===== config.mk =====
export PLATFORM = sky130hd
export DESIGN_NAME = reflex_judge
export DESIGN_NICKNAME = d
export VERILOG_FILES = /design/src/rtl/reflex_judge.sv
export SDC_FILE = /design/constraint.sdc
export NUM_CORES = 1
export LEC_CHECK = 0
export ABC_AREA = 1
export ABC_CLOCK_PERIOD_IN_PS = 2070
export BUFFER_PORTS_ARGS = -buffer_cell sky130_fd_sc_hd__clkbuf_2
export CORE_MARGIN = 4
export CORE_UTILIZATION = 25
export CTS_BUF_LIST = sky130_fd_sc_hd__clkbuf_8
export DETAILED_ROUTE_END_ITERATION = 16
export GPL_TIMING_DRIVEN = 0
export SETUP_SLACK_MARGIN = 0.05
export SYNTH_ARGS = -nofsm -noshare
export SYNTH_HDL_FRONTEND = slang
export SYNTH_SLANG_ARGS = --single-unit

===== constraint.sdc =====
create_clock -name clk -period 2.07 [get_ports clk]
set_input_delay 0.414 -clock clk [delete_from_list [all_inputs] [get_ports clk]]
set_output_delay 0.414 -clock clk [all_outputs]
set_load 0.005 [all_outputs]

===== src/rtl/reflex_judge.sv =====
// reflex_judge: per-round hit/wrong/timeout judge with score, saturating wrong count and game_over.
// Define EARLY_PRESS_PENALTY_EN to count key rises while ARMED (no target yet) as wrong events.
module reflex_judge #(
  parameter int WINDOW_MS   = 500,
  parameter int COOLDOWN_MS = 100,
  parameter int MAX_WRONG   = 7
) (
  input  logic       clk,
  input  logic       rst_n,
  input  logic       tick,
  input  logic       start,
  input  logic       target_valid,
  input  logic [2:0] target_lane,
  output logic       target_ready,
  input  logic [7:0] key,
  output logic       hit_pulse,
  output logic       wrong_pulse,
  output logic [7:0] wrong_code,
  output logic [9:0] reaction_ms,
  output logic [7:0] score,
  output logic [2:0] wrong_cnt,
  output logic       game_over,
  output logic       busy
);
`ifdef EARLY_PRESS_PENALTY_EN
  localparam bit EARLY = 1'b1;
`else
  localparam bit EARLY = 1'b0;
`endif
  localparam logic [2:0] MAXW = 3'(MAX_WRONG);
  localparam logic [9:0] WIN_LAST = 10'(WINDOW_MS - 1);
  localparam logic [9:0] CD = 10'(COOLDOWN_MS);
  typedef enum logic [1:0] {IDLE, ARMED, WINDOW, COOLDOWN} state_t;
  state_t state_q, state_d;
  logic [7:0] key_q, rise, tgt_q, tgt_d, score_q, score_d, wrong_code_q, wrong_code_d;
  logic [9:0] timer_q, timer_d, reaction_q, reaction_d;
  logic [2:0] wrong_cnt_q, wrong_cnt_d, wrong_sat;
  logic hit_q, hit_d, wrong_q, wrong_d;
  assign rise = key & ~key_q;
  assign wrong_sat = (wrong_cnt_q == MAXW) ? wrong_cnt_q : wrong_cnt_q + 3'd1;
  assign game_over = wrong_cnt_q == MAXW;
  assign target_ready = (state_q == ARMED) && !game_over;
  assign busy = (state_q == WINDOW) || (state_q == COOLDOWN);
  assign hit_pulse = hit_q;
  assign wrong_pulse = wrong_q;
  assign wrong_code = wrong_code_q;
  assign reaction_ms = reaction_q;
  assign score = score_q;
  assign wrong_cnt = wrong_cnt_q;
  always_comb begin
    state_d = state_q;
    tgt_d = tgt_q;
    timer_d = timer_q;
    score_d = score_q;
    wrong_code_d = wrong_code_q;
    reaction_d = reaction_q;
    wrong_cnt_d = wrong_cnt_q;
    hit_d = 1'b0;
    wrong_d = 1'b0;
    if (start) begin
      score_d = '0;
      wrong_cnt_d = '0;
      reaction_d = '0;
      wrong_code_d = '0;
      state_d = ARMED;
    end else begin
      case (state_q)
        IDLE: state_d = IDLE;
        ARMED: begin
          if (EARLY && rise != 8'd0) begin
            wrong_d = 1'b1;
            wrong_code_d = rise;
            wrong_cnt_d = wrong_sat;
          end
          if (target_valid && target_ready) begin
            tgt_d = 8'd1 << target_lane;
            timer_d = '0;
            state_d = WINDOW;
          end
        end
        WINDOW: begin
          // key events take priority over a timeout landing on the same clk
          if (rise == tgt_q) begin
            hit_d = 1'b1;
            score_d = (score_q == 8'hFF) ? score_q : score_q + 8'd1;
            reaction_d = timer_q;
          end else if (rise != 8'd0 || (tick && timer_q == WIN_LAST)) begin
            wrong_d = 1'b1;
            wrong_code_d = rise;
            wrong_cnt_d = wrong_sat;
          end else if (tick) begin
            timer_d = timer_q + 10'd1;
          end
          if (hit_d || wrong_d) begin
            timer_d = '0;
            state_d = COOLDOWN;
          end
        end
        COOLDOWN: begin
          if (timer_q >= CD && key == 8'd0) state_d = game_over ? IDLE : ARMED;
          else if (tick && timer_q < CD) timer_d = timer_q + 10'd1;
        end
      endcase
    end
  end
  always_ff @(posedge clk) begin
    if (!rst_n) begin
      state_q <= IDLE;
      key_q <= '0;
      tgt_q <= '0;
      timer_q <= '0;
      score_q <= '0;
      wrong_code_q <= '0;
      reaction_q <= '0;
      wrong_cnt_q <= '0;
      hit_q <= 1'b0;
      wrong_q <= 1'b0;
    end else begin
      state_q <= state_d;
      key_q <= key;
      tgt_q <= tgt_d;
      timer_q <= timer_d;
      score_q <= score_d;
      wrong_code_q <= wrong_code_d;
      reaction_q <= reaction_d;
      wrong_cnt_q <= wrong_cnt_d;
      hit_q <= hit_d;
      wrong_q <= wrong_d;
    end
  end
endmodule


==> results of run 1 <==
## stage by stage
step / hold WS [ns] / power [mW] / TNS (ns) / cells / utilization [%]
floorplan: 0.440 / 1.37 / 0 / 443 / -
global placement: 0.437 / 1.45 / 0 / 638 / 29.0
detailed placement: 0.441 / 1.45 / -0.0980 / 638 / 29.0
CTS: 0.275 / 2.68 / 0 / 653 / 30.9
global route: 0.299 / 2.75 / 0 / 654 / 31.2
finish: 0.306 / 2.63 / 0 / 654 / 31.2
## final cells by class
type	count	area [um2]	area share (%)
clock buffer	11	151	4.06
multi-input combinational	303	1570	42.0
sequential	59	1180	31.7
tap	147	184	4.93
inverter	69	260	6.98
buffer	11	62.6	1.68
clock inverter	5	75.1	2.01
timing repair buffer	49	248	6.64
## kinds of logic after synthesis
kind of cell    after synthesis  synth area share (%)
fa+ha+maj                     9                  3.71
simple gates                211                  30.4
compound gates               74                  13.8
xor+xnor                      9                  2.59
buf+inv                      81                  10.7
flops                        59                  38.9
## registers in the layout (all words and copies together), names as in the netlist, 2 cells and up
name	count
key_q	8
reaction_ms	10
score	8
state_q	2
tgt_q	8
timer_q	10
wrong_cnt	3
wrong_code	8
## worst reg2reg max path, cell delays in order, from the launching register on
cell and delay, ns:
dfxtp_1 0.34, ha_1 0.24, ha_4 0.20, nor2_4 0.13
nand2_1 0.11, nand2_1 0.09, nand2_1 0.08, a21oi_4 0.15
nand2_4 0.10, buf_6 0.15, a21oi_1 0.12, nor2_1 0.05
## power by group through the flow
stage                     Sequential, mW  Combinational, mW  Clock (mW)
final                               1.18              0.248        1.20
after detailed placement            1.21              0.243           0
after global routing                1.19              0.285        1.28
after global placement              1.21              0.239           0
after floorplan                     1.20              0.166           0
after CTS                           1.18              0.246        1.25
## what timing repair did
item / 4_1_cts / 5_1_grt
endpoints found under the setup margin: 14 / 17
hold buffers: 0 / 0
resized for setup: 5 / 5
setup buffers: 0 / 1
## routing by layer
metal / vias up / GRT usage (%) / part of all wire (%)
li1: 1520 / - / -
met5: - / 0 / 0.25
met4: 2 / 5.20 / 1.8
met3: 12 / 4.40 / 6.5
met2: 60 / 18.6 / 47
met1: 1284 / 13.6 / 45
## worst min path at each step
| stage | slack, ns | cells after the start | to |
|---|---|---|---|
| 6_report | 0.31 | 3 | key_q[2] |
| 3_5_place_dp | 0.44 | 2 | wrong_code[2] |
| 4_1_cts | 0.27 | 3 | key_q[0] |
| 5_1_grt | 0.30 | 3 | key_q[0] |
| 3_3_place_gp | 0.44 | 2 | wrong_code[4] |
| 2_1_floorplan | 0.44 | 2 | wrong_code[0] |
## synth_stat cells (6+ instances only)
cell type and number:
a211oi_1 8, nor3_1 6, nand3_1 19, inv_2 6, a21oi_1 37, inv_1 62
ha_1 9, o21ai_0 14, dfxtp_1 59, nor2_1 37, a31oi_1 8, nand2_1 126
xor2_1 9
==> key figures, run 1 <==
Status
  – Status: finished, final reports clean

Layout
  – Final layout net count: 527
  – Number of diodes: 0
  – Fin area: 3730 um2
  – Share of cells above drive strength 1: 19.7%
  – # fillers: between 1000 and 1500
  – Most frequent cells in the layout: nand2_1, inv_1, dfxtp_1
  – Area grow syn2layout: 22.7%
  – Commonest non-fill, non-tap cell in the layout: nand2_1

Logic synthesis
  – Syn Area/Cell: 6.86 um2
  – Fraction of registers with async set/reset: 0%
  – Register area share after synthesis: 38.9%
  – Most area-consuming cells after synthesis: dfxtp_1, nand2_1, inv_1
  – Mapped Area: 3040 um2
  – Post-synth cell types: 31
  – Area fraction of the dominant cell type after synthesis: roughly two fifths
  – EDFF count, synth: 0
  – Flops & latches, synth: 59
  – Ys flop type: dfxtp_1
  – Cells after Synth: 443
  – Largest area contributor in the netlist: dfxtp_1
  – Mapped Nets: 468
  – Number of synthesis warnings: 0

Pwr
  – Sw Pwr: around 640 uW
  – LEAKAGE: about 1.7 nW
  – Logic pwr share: 9.4%
  – Internal: 1.99 mW
  – Clk pwr share: 45.6%
  – Flop pwr share: 45.0%
  – Cell Pwr Density: 706 nW/um2
  – Sw Share: around a quarter
  – Maximum VDD drop: 0.262 mV

Critical path
  – Worst Setup End Kind: flop
  – Critical Path Sink: timer_q[3]
  – Arr. time, crit path: 2.11 ns
  – Number of stages on the worst setup path: 11
  – Worst setup SP type: flop
  – R2r setup slk: roughly 0.20 ns
  – FF-to-FF Start: wrong_cnt[0]
  – Critical path's slowest cell: dfxtp_1
  – CP required: 2.31 ns
  – Max FO, Critical Path: 10
  – Top Family by Delay on Critical Path: simple AND/OR/NAND/NOR gates
  – Worst r2r dst: timer_q[3]
  – Reg2reg path depth: 11
  – WS Path Type: flop to flop
  – CP peak stage delay: 0.34 ns
  – CP most frequent cell: nand2_1
  – CP bufs+invs: 1
  – Crit. Startpoint: wrong_cnt[0]
  – Crit path cell chain: ha_1, ha_4, nor2_4, nand2_1, nand2_1, nand2_1, a21oi_4, nand2_4, buf_6, a21oi_1, nor2_1

Floorplanning
  – Die width: 118 um
  – Row count: 40
  – Die height: 118 um
  – Io pins: 50
  – Die area: 14000 um2
  – Initial core utilization: about 25%
  – Core area: 12000 um2

Timing
  – Final Hold Fails: 0
  – Fin crit share: 90.1%
  – Final worst slack: ~0.2 ns
  – Setup violators final: 0
  – Max Slew Vio Count: 0
  – Slew HR: 62.0%
  – Measured slew at the worst slew-check pin: roughly 0.57 ns
  – Clock skew: 0.00875 ns
  – Unrepaired setup endpoints after global routing: no
  – Max Freq: 0.536 GHz
  – Time the worst path needs with I/O delays and setup: 1.87 ns

Global routing
  – Vias in the first global route: 2754
  – Initial antenna violation count: 1
  – First-pass GRT wire length: 12.9 mm
  – GRT Util Overall: between 10% and 20%
  – GRT overflow: 0
  – Largest net degree at the start of global routing: 11

Clock tree
  – Clock Path Buffers: 2
  – H-tree levels: 3
  – CTS tree: built
  – TritonCTS Buffers: 9
  – Clk pin slew, worst setup/hold paths: 0.07 ns
  – Clock sink count: 59
  – Skew-Pair Late Insertion Delay: 0.34 ns
  – Root Driver: clkbuf_8

Placement
  – Gpl congestion: 0.845
  – Port Buf Inserts: 48
  – Post-detail-place hpwl: 6.10 mm
  – Placed Instance Area: 3460 um2
  – Worst slack, placed: -0.0183 ns

Worst hold path
  – Hold WC Path Type: primary input to flop
  – Hold_sp: key[2]

Run
  – Maxcap violations: 0

Route
  – Vias: 2878
  – Detail Route Antenna Nets: 0
  – DR DRC count: 0
  – Post-DR vias/cell: between 4 and 5
  – DR iter-0 viols: 166
  – First-pass DRT Iterations: 4
  – Drt wl/cell: about 12 um
  – DRT Wirelength: between 7 and 8 mm
No activity file was read; power rests on OpenSTA's default activity.
==> run 2, diff against run 1 <==
--- a/config.mk
+++ b/config.mk
@@ -13,7 +13,9 @@
 export CTS_BUF_LIST = sky130_fd_sc_hd__clkbuf_8
 export DETAILED_ROUTE_END_ITERATION = 16
 export GPL_TIMING_DRIVEN = 0
+export RECOVER_POWER = 100
 export SETUP_SLACK_MARGIN = 0.05
 export SYNTH_ARGS = -nofsm -noshare
 export SYNTH_HDL_FRONTEND = slang
 export SYNTH_SLANG_ARGS = --single-unit
+export TNS_END_PERCENT = 100
==> run 2 against run 1 <==
Clock-buffer cell count is the same. Sequential share of layout area grew 0.40 points. Largest cell class unchanged. Register-to-register slack is essentially flat.
==> key figures, run 2 (synthesized netlist as in run 1, its figures left out) <==
Critical path
  – Worst setup SP type: flop (unchanged)
  – CP peak stage delay: 0.34 ns (about the same)
  – R2r setup slk: 0.20 ns (about the same)
  – Crit path cell chain: ha_1, ha_4, nor2_4, nand2_1, nand2_1, nand2_1, a21oi_4, nand2_4, buf_6, a21oi_1, nor2_1 (unchanged)
  – Critical path's slowest cell: dfxtp_1 (unchanged)
  – WS Path Type: flop to flop (unchanged)
  – CP required: 2.31 ns (about the same)
  – CP most frequent cell: nand2_1 (unchanged)
  – Arr. time, crit path: 2.11 ns (about the same)
  – Reg2reg path depth: 11 (unchanged)
  – Worst Setup End Kind: flop (unchanged)
  – Top Family by Delay on Critical Path: simple AND/OR/NAND/NOR gates (unchanged)
  – FF-to-FF Start: wrong_cnt[0] (unchanged)
  – Worst r2r dst: timer_q[3] (unchanged)
  – Max FO, Critical Path: 10 (unchanged)
  – CP bufs+invs: 1 (unchanged)

Layout
  – Commonest non-fill, non-tap cell in the layout: nand2_1 (unchanged)
  – Area grow syn2layout: 21.2% (was 22.7%)
  – Area of the multi-input gates: 1550 um2 (was 1570 um2)
  – Register area: 1180 um2 (unchanged)
  – Fin area: 3680 um2 (was 3730 um2)
  – Final layout net count: 527 (unchanged)
  – Share of cells above drive strength 1: 14.0% (was 19.7%)
  – Final Core Density: 30.8% (was 31.2%)
  – Most frequent cells in the layout: nand2_1, inv_1, dfxtp_1 (unchanged)
  – Number of diodes: 0 (unchanged)
  – # fillers: 1294 (was 1275)

Route
  – First-pass DRT Iterations: 4 (unchanged)
  – DRT Wirelength: 7.82 mm (was 7.74 mm)
  – Drt wl/cell: 12.0 um (was 11.8 um)
  – Post-DR vias/cell: 4.41 (was 4.40)
  – Vias: 2887 (was 2878)
  – Detail Route Antenna Nets: 0 (unchanged)
  – DR iter-0 viols: 163 (was 166)
  – DR DRC count: 0 (unchanged)

Clock tree
  – Skew-Pair Late Insertion Delay: 0.34 ns (about the same)
  – H-tree levels: 3 (unchanged)
  – Clk pin slew, worst setup/hold paths: 0.07 ns (about the same)
  – Root Driver: clkbuf_8 (unchanged)
  – TritonCTS Buffers: 9 (unchanged)
  – Cts hold-fix bufs: 0 (unchanged)
  – Clock sink count: 59 (unchanged)
  – Clock Path Buffers: 2 (unchanged)
  – CTS tree: built (unchanged)

Placement
  – Post-detail-place hpwl: 6.10 mm (unchanged)
  – Gpl congestion: 0.845 (unchanged)
  – Port Buf Inserts: 48 (unchanged)
  – Placed Instance Area: 3460 um2 (unchanged)

Timing
  – Clock skew: 0.00841 ns (was 0.00875 ns)
  – Time the worst path needs with I/O delays and setup: 1.87 ns (about the same)
  – Setup violators final: 0 (unchanged)
  – Hold Slack: 0.305 ns (was 0.306 ns)
  – Final Hold Fails: 0 (unchanged)
  – Fin crit share: 90.1% (about the same)
  – Max Slew Vio Count: 0 (unchanged)
  – Max Freq: 0.536 GHz (about the same)
  – Setup tns final: 0 ns (unchanged)
  – Unrepaired setup endpoints after global routing: no (unchanged)
  – Slew HR: 61.3% (was 62.0%)
  – Measured slew at the worst slew-check pin: 0.581 ns (was 0.570 ns)

Status
  – Status: finished, final reports clean (unchanged)

Worst hold path
  – WHS Endpoint: key_q[2] (unchanged)
  – Hold WC Path Type: primary input to flop (unchanged)
  – Hold_sp: key[2] (unchanged)
  – Hold Crit Depth: 3 (unchanged)

Pwr
  – Logic pwr share: 9.4% (about the same)
  – Internal: 1.99 mW (about the same)
  – Flop pwr share: 44.9% (was 45.0%)
  – Pwr Total: 2.63 mW (about the same)
  – Sw Share: 24.6% (was 24.5%)
  – Maximum VDD drop: 0.260 mV (was 0.262 mV)
  – Cell Pwr Density: 715 nW/um2 (was 706 nW/um2)
  – Clk pwr share: 45.7% (was 45.6%)
  – LEAKAGE: 1.66 nW (was 1.75 nW)
  – Sw Pwr: 648 uW (was 644 uW)

Floorplanning
  – Die width: 118 um (unchanged)
  – Die area: 14000 um2 (unchanged)
  – Die height: 118 um (unchanged)
  – Initial core utilization: 25.4% (unchanged)
  – Core area: 12000 um2 (unchanged)
  – Row count: 40 (unchanged)
  – Io pins: 50 (unchanged)

Global routing
  – GRT overflow: 0 (unchanged)
  – First-pass GRT wire length: 12.9 mm (unchanged)
  – Vias in the first global route: 2754 (unchanged)
  – Largest net degree at the start of global routing: 11 (unchanged)
  – GRT Util Overall: 11.5% (unchanged)
  – Initial antenna violation count: 1 (unchanged)

Run
  – Maxcap violations: 0 (unchanged)
run 2: timing repair:
action	in CTS	in global routing
setup endpoints to repair	14	17
endpoints found under the hold margin	0	0
gates cloned	0	0
resized for setup	5	5
setup buffers	0	1
run 2: worst max path at each step:
stage          cells past startpoint         start  slack [ns]              to
2_1_floorplan                     11  wrong_cnt[0]        0.24      timer_q[5]
4_1_cts                           11  wrong_cnt[0]         0.1      timer_q[2]
3_3_place_gp                       9  wrong_cnt[0]       0.003        tgt_q[6]
3_5_place_dp                      11  wrong_cnt[0]       -0.02      timer_q[2]
6_report                          11  wrong_cnt[0]        0.20      timer_q[3]
5_1_grt                           10      key_q[7]        0.03  reaction_ms[2]
run 2: power groups by stage:
stage          registers, mW  logic, mW  clock network, mW
3_5_place_dp            1.21      0.243                  0
6_report                1.18      0.247               1.20
3_3_place_gp            1.21      0.239                  0
4_1_cts                 1.18      0.246               1.25
2_1_floorplan           1.20      0.166                  0
5_1_grt                 1.19      0.283               1.28
run 2: area by class of cell:
type / count / area share, %
tap: 147 / 4.99
timing repair buffer: 49 / 5.95
clock buffer: 11 / 4.11
buffer: 11 / 1.63
inverter: 69 / 7.07
clock inverter: 5 / 2.04
sequential: 59 / 32.1
multi-input combinational: 303 / 42.1
run 2: per-layer routing:
metal,track usage [%],vias up,share of wire [%]
li1,-,1517,-
met1,13.6,1294,45
met2,18.6,58,46
met3,4.40,16,6.6
met4,5.20,2,2.2
met5,0,-,0.24
run 2: per-stage QoR:
stage	std cells	worst slack [ns]
2_1_floorplan	443	0.235
3_3_place_gp	638	0.00348
3_5_place_dp	638	-0.0183
4_1_cts	653	0.0984
5_1_grt	654	0.0326
6_report	654	0.205
run 2: worst min-delay path, stage by stage:
cell	delay (ns)
clkbuf_2	0.11
nand2_1	0.05
inv_1	0.04
